### config.mk
export PLATFORM = sky130hd
export DESIGN_NAME = vga_fb_arbiter_flat
export DESIGN_NICKNAME = d
export VERILOG_FILES = /design/src/rtl/vga_fb_arbiter_pkg.sv /design/src/rtl/vga_fb_arbiter_if.sv /design/src/rtl/vga_fb_arbiter_pix_fifo.sv /design/src/rtl/vga_fb_arbiter.sv /design/src/flat_wrapper.sv
export SDC_FILE = /design/constraint.sdc
export NUM_CORES = 1
export LEC_CHECK = 0
export CAP_MARGIN = 10
export CELL_PAD_IN_SITES_DETAIL_PLACEMENT = 0
export CELL_PAD_IN_SITES_GLOBAL_PLACEMENT = 1
export CORE_ASPECT_RATIO = 1.5
export CORE_MARGIN = 4
export CORE_UTILIZATION = 41
export CTS_CLUSTER_DIAMETER = 150
export DETAILED_ROUTE_END_ITERATION = 10
export PLACE_DENSITY_LB_ADDON = 0.1
export SLEW_MARGIN = 20
export SYNTH_ARGS = -nofsm -noshare
export SYNTH_HDL_FRONTEND = slang
export SYNTH_SLANG_ARGS = --single-unit
### constraint.sdc
create_clock -name clk -period 4.2 [get_ports clk]
set_clock_uncertainty 0.2 [all_clocks]
set_input_delay 0.84 -clock clk [delete_from_list [all_inputs] [get_ports clk]]
set_output_delay 0.84 -clock clk [all_outputs]
set_load 0.01 [all_outputs]
### src/rtl/vga_fb_arbiter_pkg.sv
// Shared VGA definitions: pixel word layout, 800x600 frame constants and arbiter state type.
package vga_pkg;

  localparam int PIX_W = 9;
  localparam int CH_W  = 3;
  localparam int R_LSB = 6;
  localparam int G_LSB = 3;
  localparam int B_LSB = 0;

  localparam int H_ACTIVE     = 800;
  localparam int V_ACTIVE     = 600;
  localparam int FRAME_PIXELS = H_ACTIVE * V_ACTIVE;

  typedef enum logic {ST_FLUSH, ST_RUN} arb_state_e;

  typedef struct packed {
    logic [CH_W-1:0] r;
    logic [CH_W-1:0] g;
    logic [CH_W-1:0] b;
  } rgb_t;

  function automatic rgb_t unpack_pix(input logic [PIX_W-1:0] w);
    rgb_t p;
    p.r = w[R_LSB +: CH_W];
    p.g = w[G_LSB +: CH_W];
    p.b = w[B_LSB +: CH_W];
    return p;
  endfunction

endpackage

### src/rtl/vga_fb_arbiter_if.sv
// CPU write port and framebuffer RAM port of the arbiter; master is the arbiter side.
interface vga_fb_arbiter_if #(
  parameter int ADDR_W = 19
);
  import vga_pkg::*;

  logic              cpu_req;
  logic [ADDR_W-1:0] cpu_addr;
  logic [PIX_W-1:0]  cpu_wdata;
  logic              cpu_ack;

  logic [ADDR_W-1:0] mem_addr;
  logic              mem_we;
  logic [PIX_W-1:0]  mem_wdata;
  logic [PIX_W-1:0]  mem_rdata;

  modport master (
    input  cpu_req, cpu_addr, cpu_wdata, mem_rdata,
    output cpu_ack, mem_addr, mem_we, mem_wdata
  );

  modport slave (
    output cpu_req, cpu_addr, cpu_wdata, mem_rdata,
    input  cpu_ack, mem_addr, mem_we, mem_wdata
  );
endinterface

### src/rtl/vga_fb_arbiter_pix_fifo.sv
// Small synchronous FIFO with occupancy count and flush; head is read combinationally.
module pix_fifo #(
  parameter int DEPTH = 4,
  parameter int WIDTH = 9
) (
  input  logic                   clk,
  input  logic                   reset,
  input  logic                   flush,
  input  logic                   push,
  input  logic                   pop,
  input  logic [WIDTH-1:0]       din,
  output logic [WIDTH-1:0]       dout,
  output logic [$clog2(DEPTH):0] level
);
  localparam int PTR_W = $clog2(DEPTH);
  localparam int LVL_W = PTR_W + 1;

  logic [WIDTH-1:0] mem [DEPTH];
  logic [PTR_W-1:0] wr_ptr;
  logic [PTR_W-1:0] rd_ptr;

  always_ff @(posedge clk) begin
    if (reset || flush) begin
      wr_ptr <= '0;
      rd_ptr <= '0;
      level  <= '0;
    end else begin
      if (push) wr_ptr <= wr_ptr + PTR_W'(1);
      if (pop)  rd_ptr <= rd_ptr + PTR_W'(1);
      level <= level + LVL_W'(push) - LVL_W'(pop);
    end
  end

  always_ff @(posedge clk) begin
    if (push) mem[wr_ptr] <= din;
  end

  assign dout = mem[rd_ptr];

endmodule

### src/rtl/vga_fb_arbiter.sv
// Framebuffer arbiter: raster-order pixel prefetch into a FIFO, CPU writes in the spare slots.
module vga_fb_arbiter
  import vga_pkg::*;
#(
  parameter int ADDR_W       = 19,
  parameter int FRAME_PIXELS = 480000,
  parameter int FIFO_DEPTH   = 4
) (
  input  logic                   clk,
  input  logic                   reset,
  input  logic                   frame_start,
  input  logic                   de,
  vga_fb_arbiter_if.master       bus,
  output logic [CH_W-1:0]        OR,
  output logic [CH_W-1:0]        OG,
  output logic [CH_W-1:0]        OB,
  output logic                   underflow
);
  localparam int LVL_W = $clog2(FIFO_DEPTH) + 1;
  localparam int OCC_W = LVL_W + 2;

  arb_state_e        state;
  logic [ADDR_W-1:0] fetch_addr;
  logic [1:0]        inflight;
  logic              vld_p0;
  logic              vld_p1;
  logic [LVL_W-1:0]  level;
  logic [PIX_W-1:0]  head;
  logic [OCC_W-1:0]  occ;
  logic              flush, fifo_empty, pop, push, fetch_go, cpu_go;
  rgb_t              px;

  // A frame_start cycle is itself the flush cycle, so it never grants the CPU.
  assign flush      = (state == ST_FLUSH) || frame_start;
  assign fifo_empty = (level == '0);
  assign pop        = !flush && de && !fifo_empty;
  assign push       = !flush && vld_p1;
  assign occ        = OCC_W'(level) + OCC_W'(inflight) - OCC_W'(pop);
  assign fetch_go   = !flush && (occ < OCC_W'(FIFO_DEPTH))
                      && (fetch_addr < ADDR_W'(FRAME_PIXELS));
  assign cpu_go     = !flush && !fetch_go && bus.cpu_req;
  assign px         = unpack_pix(head);

  pix_fifo #(
    .DEPTH (FIFO_DEPTH),
    .WIDTH (PIX_W)
  ) u_fifo (
    .clk   (clk),
    .reset (reset),
    .flush (flush),
    .push  (push),
    .pop   (pop),
    .din   (bus.mem_rdata),
    .dout  (head),
    .level (level)
  );

  // p0: read address on the RAM port; p1: RAM data returning, pushed this cycle.
  always_ff @(posedge clk) begin
    if (reset) begin
      state       <= ST_FLUSH;
      fetch_addr  <= '0;
      inflight    <= '0;
      vld_p0      <= 1'b0;
      vld_p1      <= 1'b0;
      underflow   <= 1'b0;
      bus.cpu_ack <= 1'b0;
      bus.mem_we  <= 1'b0;
    end else begin
      state       <= ST_RUN;
      bus.cpu_ack <= cpu_go;
      bus.mem_we  <= cpu_go;
      if (flush) begin
        fetch_addr <= '0;
        inflight   <= '0;
        vld_p0     <= 1'b0;
        vld_p1     <= 1'b0;
        underflow  <= 1'b0;
      end else begin
        vld_p0   <= fetch_go;
        vld_p1   <= vld_p0;
        inflight <= inflight + 2'(fetch_go) - 2'(push);
        if (fetch_go) fetch_addr <= fetch_addr + ADDR_W'(1);
        if (de && fifo_empty) underflow <= 1'b1;
      end
    end
  end

  always_ff @(posedge clk) begin
    if (reset) begin
      bus.mem_addr  <= '0;
      bus.mem_wdata <= '0;
      OR            <= '0;
      OG            <= '0;
      OB            <= '0;
    end else begin
      if (fetch_go) begin
        bus.mem_addr <= fetch_addr;
      end else if (cpu_go) begin
        bus.mem_addr  <= bus.cpu_addr;
        bus.mem_wdata <= bus.cpu_wdata;
      end
      OR <= pop ? px.r : '0;
      OG <= pop ? px.g : '0;
      OB <= pop ? px.b : '0;
    end
  end

endmodule

### src/flat_wrapper.sv
// flat-port wrapper written by rule: the top's interface ports become plain ports
module vga_fb_arbiter_flat import vga_pkg::*;
#(
  parameter int ADDR_W       = 19,
  parameter int FRAME_PIXELS = 480000,
  parameter int FIFO_DEPTH   = 4
)
  (clk, reset, frame_start, de, OR, OG, OB, underflow, bus_cpu_req, bus_cpu_addr, bus_cpu_wdata, bus_mem_rdata, bus_cpu_ack, bus_mem_addr, bus_mem_we, bus_mem_wdata);
  vga_fb_arbiter_if #(.ADDR_W(ADDR_W)) bus_i ();
  input  logic clk;
  input  logic reset;
  input  logic frame_start;
  input  logic de;
  output logic [CH_W-1:0] OR;
  output logic [CH_W-1:0] OG;
  output logic [CH_W-1:0] OB;
  output logic underflow;
  input wire logic [$bits(bus_i.cpu_req)-1:0] bus_cpu_req;
  input wire logic [$bits(bus_i.cpu_addr)-1:0] bus_cpu_addr;
  input wire logic [$bits(bus_i.cpu_wdata)-1:0] bus_cpu_wdata;
  input wire logic [$bits(bus_i.mem_rdata)-1:0] bus_mem_rdata;
  output wire logic [$bits(bus_i.cpu_ack)-1:0] bus_cpu_ack;
  output wire logic [$bits(bus_i.mem_addr)-1:0] bus_mem_addr;
  output wire logic [$bits(bus_i.mem_we)-1:0] bus_mem_we;
  output wire logic [$bits(bus_i.mem_wdata)-1:0] bus_mem_wdata;
  assign bus_i.cpu_req = bus_cpu_req;
  assign bus_i.cpu_addr = bus_cpu_addr;
  assign bus_i.cpu_wdata = bus_cpu_wdata;
  assign bus_i.mem_rdata = bus_mem_rdata;
  assign bus_cpu_ack = bus_i.cpu_ack;
  assign bus_mem_addr = bus_i.mem_addr;
  assign bus_mem_we = bus_i.mem_we;
  assign bus_mem_wdata = bus_i.mem_wdata;
  vga_fb_arbiter #(.ADDR_W(ADDR_W), .FRAME_PIXELS(FRAME_PIXELS), .FIFO_DEPTH(FIFO_DEPTH)) u_core (.clk(clk), .reset(reset), .frame_start(frame_start), .de(de), .bus(bus_i), .OR(OR), .OG(OG), .OB(OB), .underflow(underflow));
endmodule
* Word level (Yosys, flattened, before mapping)
Memory sizes are Yosys's and may differ from the RTL's. A register that Yosys moved wholly into a read port is not among the register bits.
Index checks and enable logic that the tools add are counted.
** Word-level totals
- Register bits :: 61
- Word-level logic and storage cells :: 50
- Bits in writable memories :: 36
- Output and inout port bits :: 40
- Memories :: 1
** Memory list
- u_core.u_fifo.mem :: words 4, width 9, rd ports 1, clocked after Yosys merged registers in 1, write ports 1, line vga_fb_arbiter_pix_fifo.sv:18 : logic [WIDTH-1:0] mem [DEPTH];
** Operators by class
- Muxes and demuxes :: 5
- Reductions and logical operators :: 18
- Bitwise logic cells :: 3
- Add/subtract/negate cells :: 9
- Order comparisons :: 2
** Operators by type and width (count)
- $mux W19 :: 2
- $add A19 B1 Y19 const B :: 1
- $lt A19 B19 Y1 const B :: 1
- $logic_and A1 B1 Y1 :: 8
- $lt A5 B3 Y1 const B :: 1
- $sub A5 B1 Y5 :: 1
- $add A2 B1 Y2 const B :: 2
- $add A3 B2 Y4 :: 1
- $reduce_or A2 Y1 :: 2
- $add A3 B1 Y3 :: 1
- $logic_not A1 Y1 :: 3
- $logic_not A3 Y1 :: 1
- $mux W1 :: 3
- $not A1 Y1 :: 3
- $sub A3 B1 Y3 :: 1
- $add A2 B1 Y2 :: 1
- $logic_or A1 B1 Y1 :: 2
- $reduce_and A2 Y1 :: 1
- $reduce_bool A2 Y1 :: 1
- $sub A2 B1 Y2 :: 1

* Logic depth before layout (Yosys ltp)
- Word-level depth :: 14
- Gate-level depth with buffers :: 11
- Gate-level depth less buffers :: 10

* Modules after synthesis
A second synthesis with hierarchy kept.
** Second synthesis, totals
- Cell total of the unflattened synthesis :: 424
- Area, all modules :: 4639.4 um2
** By module, submodules not included
- vga_fb_arbiter :: area an instance 2899.0 um2, cells an instance 333, times used 1
- pix_fifo :: area an instance 1740.4 um2, cells an instance 91, times used 1

* Worst setup path before layout
No wires, ideal clock.
- Path type :: register to register
- Start :: reg u_core.u_fifo.level[0]
- End :: reg u_core.inflight[1]
- Setup slack :: 1.201 ns
- Period minus slack after synthesis :: 2.999 ns
- Buffers on the path :: 1
- Data arrival time :: 2.671 ns
- Cell stages (with the launch flop) :: 12
- Library setup time :: 0.128 ns
- Path through :: dfxtp_1 > ha_1 > fa_1 > or4_4 > a32oi_4 > nand2_2 > buf_6 > inv_2 > ha_1 > xor2_1 > xnor2_1 > nor2_1
** Between the ends
- Longest elaborated chain between the ends :: 9
- Elaborated cells on any way between the ends :: 10
** Ends and longest elaborated chain
- from (decl) :: line vga_fb_arbiter_pix_fifo.sv:13 : output logic [$clog2(DEPTH):0] level
- from (signal assigned) :: line vga_fb_arbiter_pix_fifo.sv:30 : level <= level + LVL_W'(push) - LVL_W'(pop);
- branches (longest 3 deep; another with $add A3 B2 Y4)
- $sub A5 B1 Y5 * :: line vga_fb_arbiter.sv:38 : assign occ = OCC_W'(level) + OCC_W'(inflight) - OCC_W'(pop);
- $lt A5 B3 Y1 * :: line vga_fb_arbiter.sv:39 : assign fetch_go = !flush && (occ < OCC_W'(FIFO_DEPTH))
- $logic_and A1 B1 Y1 * :: line vga_fb_arbiter.sv:39
- $logic_and A1 B1 Y1 * :: line vga_fb_arbiter.sv:40 : && (fetch_addr < ADDR_W'(FRAME_PIXELS));
- named net u_core.fetch_go :: line vga_fb_arbiter.sv:30 : logic flush, fifo_empty, pop, push, fetch_go, cpu_go;
- $add A2 B1 Y2 * :: line vga_fb_arbiter.sv:82 : inflight <= inflight + 2'(fetch_go) - 2'(push);
- $sub A2 B1 Y2 * :: line vga_fb_arbiter.sv:82
- to (signal assigned) :: line vga_fb_arbiter.sv:82
- to (decl) :: line vga_fb_arbiter.sv:24 : logic [1:0] inflight;
Mark *: on every way through the listed nets, which the timed path passes.
A chain may end at the register's enable or synchronous reset.

* Worst setup path after layout
Same ends and word-level chain as after synthesis.

==> tab_implementation.tex <==
\begin{tabular}{lr}
\hline
Metric & Value \\
\hline
\multicolumn{2}{l}{\textbf{Worst setup path}} \\
Data required time at the worst endpoint & 4220 ps \\
Reg-to-Reg End & u\_core.inflight[1] \\
Largest delay share family, worst path & simple AND/OR/NAND/NOR gates \\
Critical path startpoint category & flip-flop \\
Count of cell instances traversed by the critical path & 10 \\
Crit. Startpoint & u\_core.u\_fifo.level[0] \\
Critical path fanouts, max & 26 \\
Worst path bufs/invs & 1 \\
Cell-by-cell trace of the critical path & ha\_1, fa\_1, or4\_4, a32oi\_4, nand2\_2, inv\_2, ha\_1, xor2\_1, xnor2\_1, nor2\_1 \\
Worst setup EP type & flip-flop \\
Kind of critical path & flip-flop to flip-flop \\
Beginning of the worst register-to-register path & u\_core.u\_fifo.level[0] \\
Capture point of the critical path & u\_core.inflight[1] \\
Logic depth of the worst register-to-register path & 10 \\
Delay of the slowest cell on the worst path & 550 ps \\
Cell with the largest stage delay on the worst path & sky130\_fd\_sc\_hd\_\_or4\_4 \\
Arr. time, crit path & 3480 ps \\
Worst reg2reg setup slack & 750 ps \\
Most common cell type on the critical path & sky130\_fd\_sc\_hd\_\_ha\_1 \\
\multicolumn{2}{l}{\textbf{Global routing}} \\
Wire length of the first global-routing pass & 16.5 mm \\
Vias in the first global route & 3355 \\
Aggregate global-route resource usage & about 17\% \\
Residual overflow from global routing & 0 \\
Largest net degree at the start of global routing & 31 \\
Number of antenna violations at the first check in global routing & 0 \\
\multicolumn{2}{l}{\textbf{Power}} \\
Largest voltage drop on the vdd net & roughly 220 uV \\
Power Density & 359 nW/um\^{}2 \\
Static leakage & 0.00202 uW \\
\multicolumn{2}{l}{\textbf{Finish}} \\
Filler cells & 975 \\
Diode insertion count for antenna repair & 0 \\
Final-stage net count & 532 \\
Fraction of final layout cells sized beyond drive strength 1 & 8.92\% \\
Area overhead of the layout relative to synthesis & 28.4\% \\
\multicolumn{2}{l}{\textbf{Synth}} \\
Post-Synth XOR/XNOR Area & 2.58\% \\
Simple-gate portion of the synthesized area & 18.1\% \\
Main combinational cell family by area after synthesis & simple AND/OR/NAND/NOR gates \\
Area of the mapped netlist & $\sim$4400 sq um \\
Compound-gate portion of the synthesized area & 8.25\% \\
Adder-cell share of the synthesized area & 4.02\% \\
Sequential area share after synthesis & 56.2\% \\
Synth Flop Type & sky130\_fd\_sc\_hd\_\_dfxtp\_1 \\
Warnings from Yosys & 0 \\
Number of flops mapped to enable cells by yosys & 36 \\
Top cell type by total area after synthesis & sky130\_fd\_sc\_hd\_\_dfxtp\_1 \\
Distinct cell type count after synthesis & 44 \\
Share of the synthesized area in the top cell type & a little under a third \\
Fraction of synthesized area in multiplexers & 7.54\% \\
Share of flip-flops with an asynchronous set or reset & 0\% \\
Avg Synthesized Cell Area & 11.1 sq um \\
Post-synth net total & 454 \\
Synth Register Bits & 106 \\
Top area cells in the synthesized netlist & sky130\_fd\_sc\_hd\_\_dfxtp\_1 32\%, sky130\_fd\_sc\_hd\_\_edfxtp\_1 24\%, sky130\_fd\_sc\_hd\_\_mux4\_2 4.6\%, sky130\_fd\_sc\_hd\_\_nor2\_1 4.1\%, sky130\_fd\_sc\_hd\_\_a311oi\_1 3.8\% \\
Gate count after technology mapping & 399 \\
\multicolumn{2}{l}{\textbf{STA}} \\
Pins over their slew limit & 0 \\
PnR worst setup slack & 745 ps \\
Hold Violations, Final & 0 \\
Transition time at the pin with the least slew margin & between 700 and 800 ps \\
RSZ-0062 raised after global routing & false \\
Final Critical Period & 3450 ps \\
Setup-violating endpoint count in the final report & 0 \\
Final setup TNS & 0 ps \\
Normalized max-slew margin & 52.8\% \\
Max Clk Rate & $\sim$290 MHz \\
Share of the clock period used by the worst path after layout & 82.3\% \\
\multicolumn{2}{l}{\textbf{Drt}} \\
Length of the first detailed-routing pass in iterations & 4 \\
Via Count & about 3200 \\
Number of DRC violations after detailed routing & 0 \\
Vias per std cell & 5.12 \\
Total wirelength of the detailed-routed design & 10.2 mm \\
Wire length per cell & 16.3 um \\
Number of violations reported at the end of detailed-routing iteration 0 & 140 \\
Remaining antenna violation count & 0 \\
\multicolumn{2}{l}{\textbf{Min path}} \\
Worst min-delay path category & flip-flop to flip-flop \\
\multicolumn{2}{l}{\textbf{Clock network}} \\
Number of clock buffers inserted by TritonCTS & 9 \\
Clock-pin slew reported for the worst setup and hold paths after clock tree synthesis & about 70 ps \\
Root buffer cell & sky130\_fd\_sc\_hd\_\_clkbuf\_16 \\
Clock sink count & 106 \\
Number of setup buffers added after CTS & 0 \\
Post-CTS Resized & 0 \\
CTS tree & built \\
H-tree lvl count & 3 \\
Cts-stage hold buffer count & 0 \\
Latest clock arrival within the worst-skew pair & 340 ps \\
Buffer levels on the longest clock path & 2 \\
\multicolumn{2}{l}{\textbf{Floorplanning}} \\
Initial Util & a little over two fifths \\
Top-Level Pins & between 80 and 90 \\
Placeable Area & 10500 sq um \\
Die W & 92.7 um \\
Full die area & 12500 sq um \\
Height of the chip & 135 um \\
Num rows & 46 \\
\multicolumn{2}{l}{\textbf{Placed design}} \\
Quantity of I/O buffers inserted on ports & 81 \\
Pre-CTS WS & 405 ps \\
Half-perimeter wire length after placement & 7.15 mm \\
Weighted congestion at the end of routability-driven global placement & 0.739 \\
\multicolumn{2}{l}{\textbf{Flow run}} \\
Max-capacitance violation count & 0 \\
\multicolumn{2}{l}{\textbf{Run status}} \\
Status & completed \\
\hline
\end{tabular}
## registers in the layout, summed over array words and instances, names as in the netlist
signal	flops
u_core.OB	3
u_core.OG	3
u_core.OR	3
u_core.bus.cpu_ack	1
u_core.bus.mem_addr	19
u_core.bus.mem_wdata	9
u_core.fetch_addr	19
u_core.inflight	2
u_core.state	1
u_core.u_fifo.level	3
u_core.u_fifo.mem	36
u_core.u_fifo.rd_ptr	2
u_core.u_fifo.wr_ptr	2
u_core.underflow	1
u_core.vld_p0	1
u_core.vld_p1	1
## layout by cell type (no fill, tap or decap), types with 2 or more instances in the layout
master / Yosys / final
sky130_fd_sc_hd__nand2_1: 32 / 32
sky130_fd_sc_hd__edfxtp_1: 36 / 36
sky130_fd_sc_hd__inv_1: 8 / 8
sky130_fd_sc_hd__ha_1: 11 / 11
sky130_fd_sc_hd__mux4_2: 9 / 9
sky130_fd_sc_hd__o21ai_1: 3 / 3
sky130_fd_sc_hd__o31ai_1: 4 / 4
sky130_fd_sc_hd__xor2_1: 7 / 7
sky130_fd_sc_hd__clkinvlp_4: 0 / 4
sky130_fd_sc_hd__a21oi_1: 12 / 12
sky130_fd_sc_hd__fa_1: 2 / 2
sky130_fd_sc_hd__a311oi_1: 19 / 19
sky130_fd_sc_hd__or4_1: 4 / 4
sky130_fd_sc_hd__clkdlybuf4s50_1: 0 / 81
sky130_fd_sc_hd__clkbuf_16: 0 / 9
sky130_fd_sc_hd__o21ai_0: 2 / 2
sky130_fd_sc_hd__mux2i_1: 13 / 13
sky130_fd_sc_hd__nor3_1: 2 / 2
sky130_fd_sc_hd__nand2b_1: 2 / 2
sky130_fd_sc_hd__and3_1: 23 / 23
sky130_fd_sc_hd__nor2_1: 48 / 48
sky130_fd_sc_hd__xnor2_1: 6 / 6
sky130_fd_sc_hd__nand4_1: 2 / 2
sky130_fd_sc_hd__o211ai_1: 2 / 2
sky130_fd_sc_hd__or3_1: 6 / 6
sky130_fd_sc_hd__and2_1: 2 / 2
sky130_fd_sc_hd__buf_4: 1 / 12
sky130_fd_sc_hd__dfxtp_1: 70 / 70
sky130_fd_sc_hd__nand3_1: 33 / 33
## worst reg2reg max path: cells and delay by family (launching register included)
kind,cells,cell delay (ps)
fa+ha+maj,3,920
flops,1,340
simple gates,3,960
buf+inv,1,280
compound gates,1,340
xor+xnor,2,310
## cells in the mapped netlist (3+ instances only)
cell type	count
sky130_fd_sc_hd__nor2_1	48
sky130_fd_sc_hd__or4_1	4
sky130_fd_sc_hd__edfxtp_1	36
sky130_fd_sc_hd__xor2_1	7
sky130_fd_sc_hd__dfxtp_1	70
sky130_fd_sc_hd__a21oi_1	12
sky130_fd_sc_hd__nand2_1	32
sky130_fd_sc_hd__and3_1	23
sky130_fd_sc_hd__ha_1	11
sky130_fd_sc_hd__buf_1	4
sky130_fd_sc_hd__inv_1	8
sky130_fd_sc_hd__o21ai_1	3
sky130_fd_sc_hd__or3_1	6
sky130_fd_sc_hd__a311oi_1	19
sky130_fd_sc_hd__mux4_2	9
sky130_fd_sc_hd__mux2i_1	13
sky130_fd_sc_hd__xnor2_1	6
sky130_fd_sc_hd__clkbuf_1	18
sky130_fd_sc_hd__nand3_1	33
sky130_fd_sc_hd__o31ai_1	4
## where the power goes
group          total [uW]  leakage (uW)  internal, uW  switching [uW]
sequential           1090      0.000892          1080            9.38
combinational         163       0.00101          86.5            76.9
clock                 787      0.000124           417             370
## cell families after synthesis
group           count (synthesis)
compound gates                 48
buf+inv                        35
simple gates                  162
fa+ha+maj                      13
mux                            22
flops                         106
xor+xnor                       13
## metal layers
| layer | track usage [%] | part of all wire, % |
|---|---|---|
| met1 | 19.1 | 41 |
| met2 | 30.9 | 53 |
| met3 | 4.18 | 4.0 |
| met4 | 5.62 | 1.2 |
| met5 | 0 | 0 |
## area by class of cell
| type | count | area (sq um) | share of cell area, % |
|---|---|---|---|
| inverter | 9 | 33.8 | 0.596 |
| tap | 144 | 180 | 3.18 |
| timing repair buffer | 93 | 901 | 15.9 |
| clock inverter | 6 | 42.5 | 0.750 |
| clock buffer | 10 | 239 | 4.22 |
| sequential | 106 | 2480 | 43.8 |
| multi-input combinational | 258 | 1790 | 31.6 |
## worst min path at each step
stage | to | depth (start not counted) | startpoint | slack [ps]
after CTS | u_core.bus.mem_addr[9] | 2 | u_core.bus.mem_addr[9] | 280
after global placement | u_core.vld_p1 | 1 | u_core.vld_p0 | 250
after global routing | u_core.bus.mem_addr[9] | 2 | u_core.bus.mem_addr[9] | 300
final | u_core.vld_p1 | 1 | u_core.vld_p0 | 280
after detailed placement | u_core.vld_p1 | 1 | u_core.vld_p0 | 260
after floorplan | u_core.vld_p1 | 1 | u_core.vld_p0 | 240
## per-stage QoR
stage	hold WS (ps)	area, sq um	util, %	cells	total power, uW
3_3_place_gp	249	5390	51.2	610	1270
4_1_cts	283	5670	53.8	626	2060
2_1_floorplan	237	4420	-	399	1180
5_1_grt	303	5670	53.8	626	2120
6_report	280	5670	53.8	626	2040
3_5_place_dp	261	5390	51.2	610	1270
Note: power is estimated with default switching activity, not from simulation.
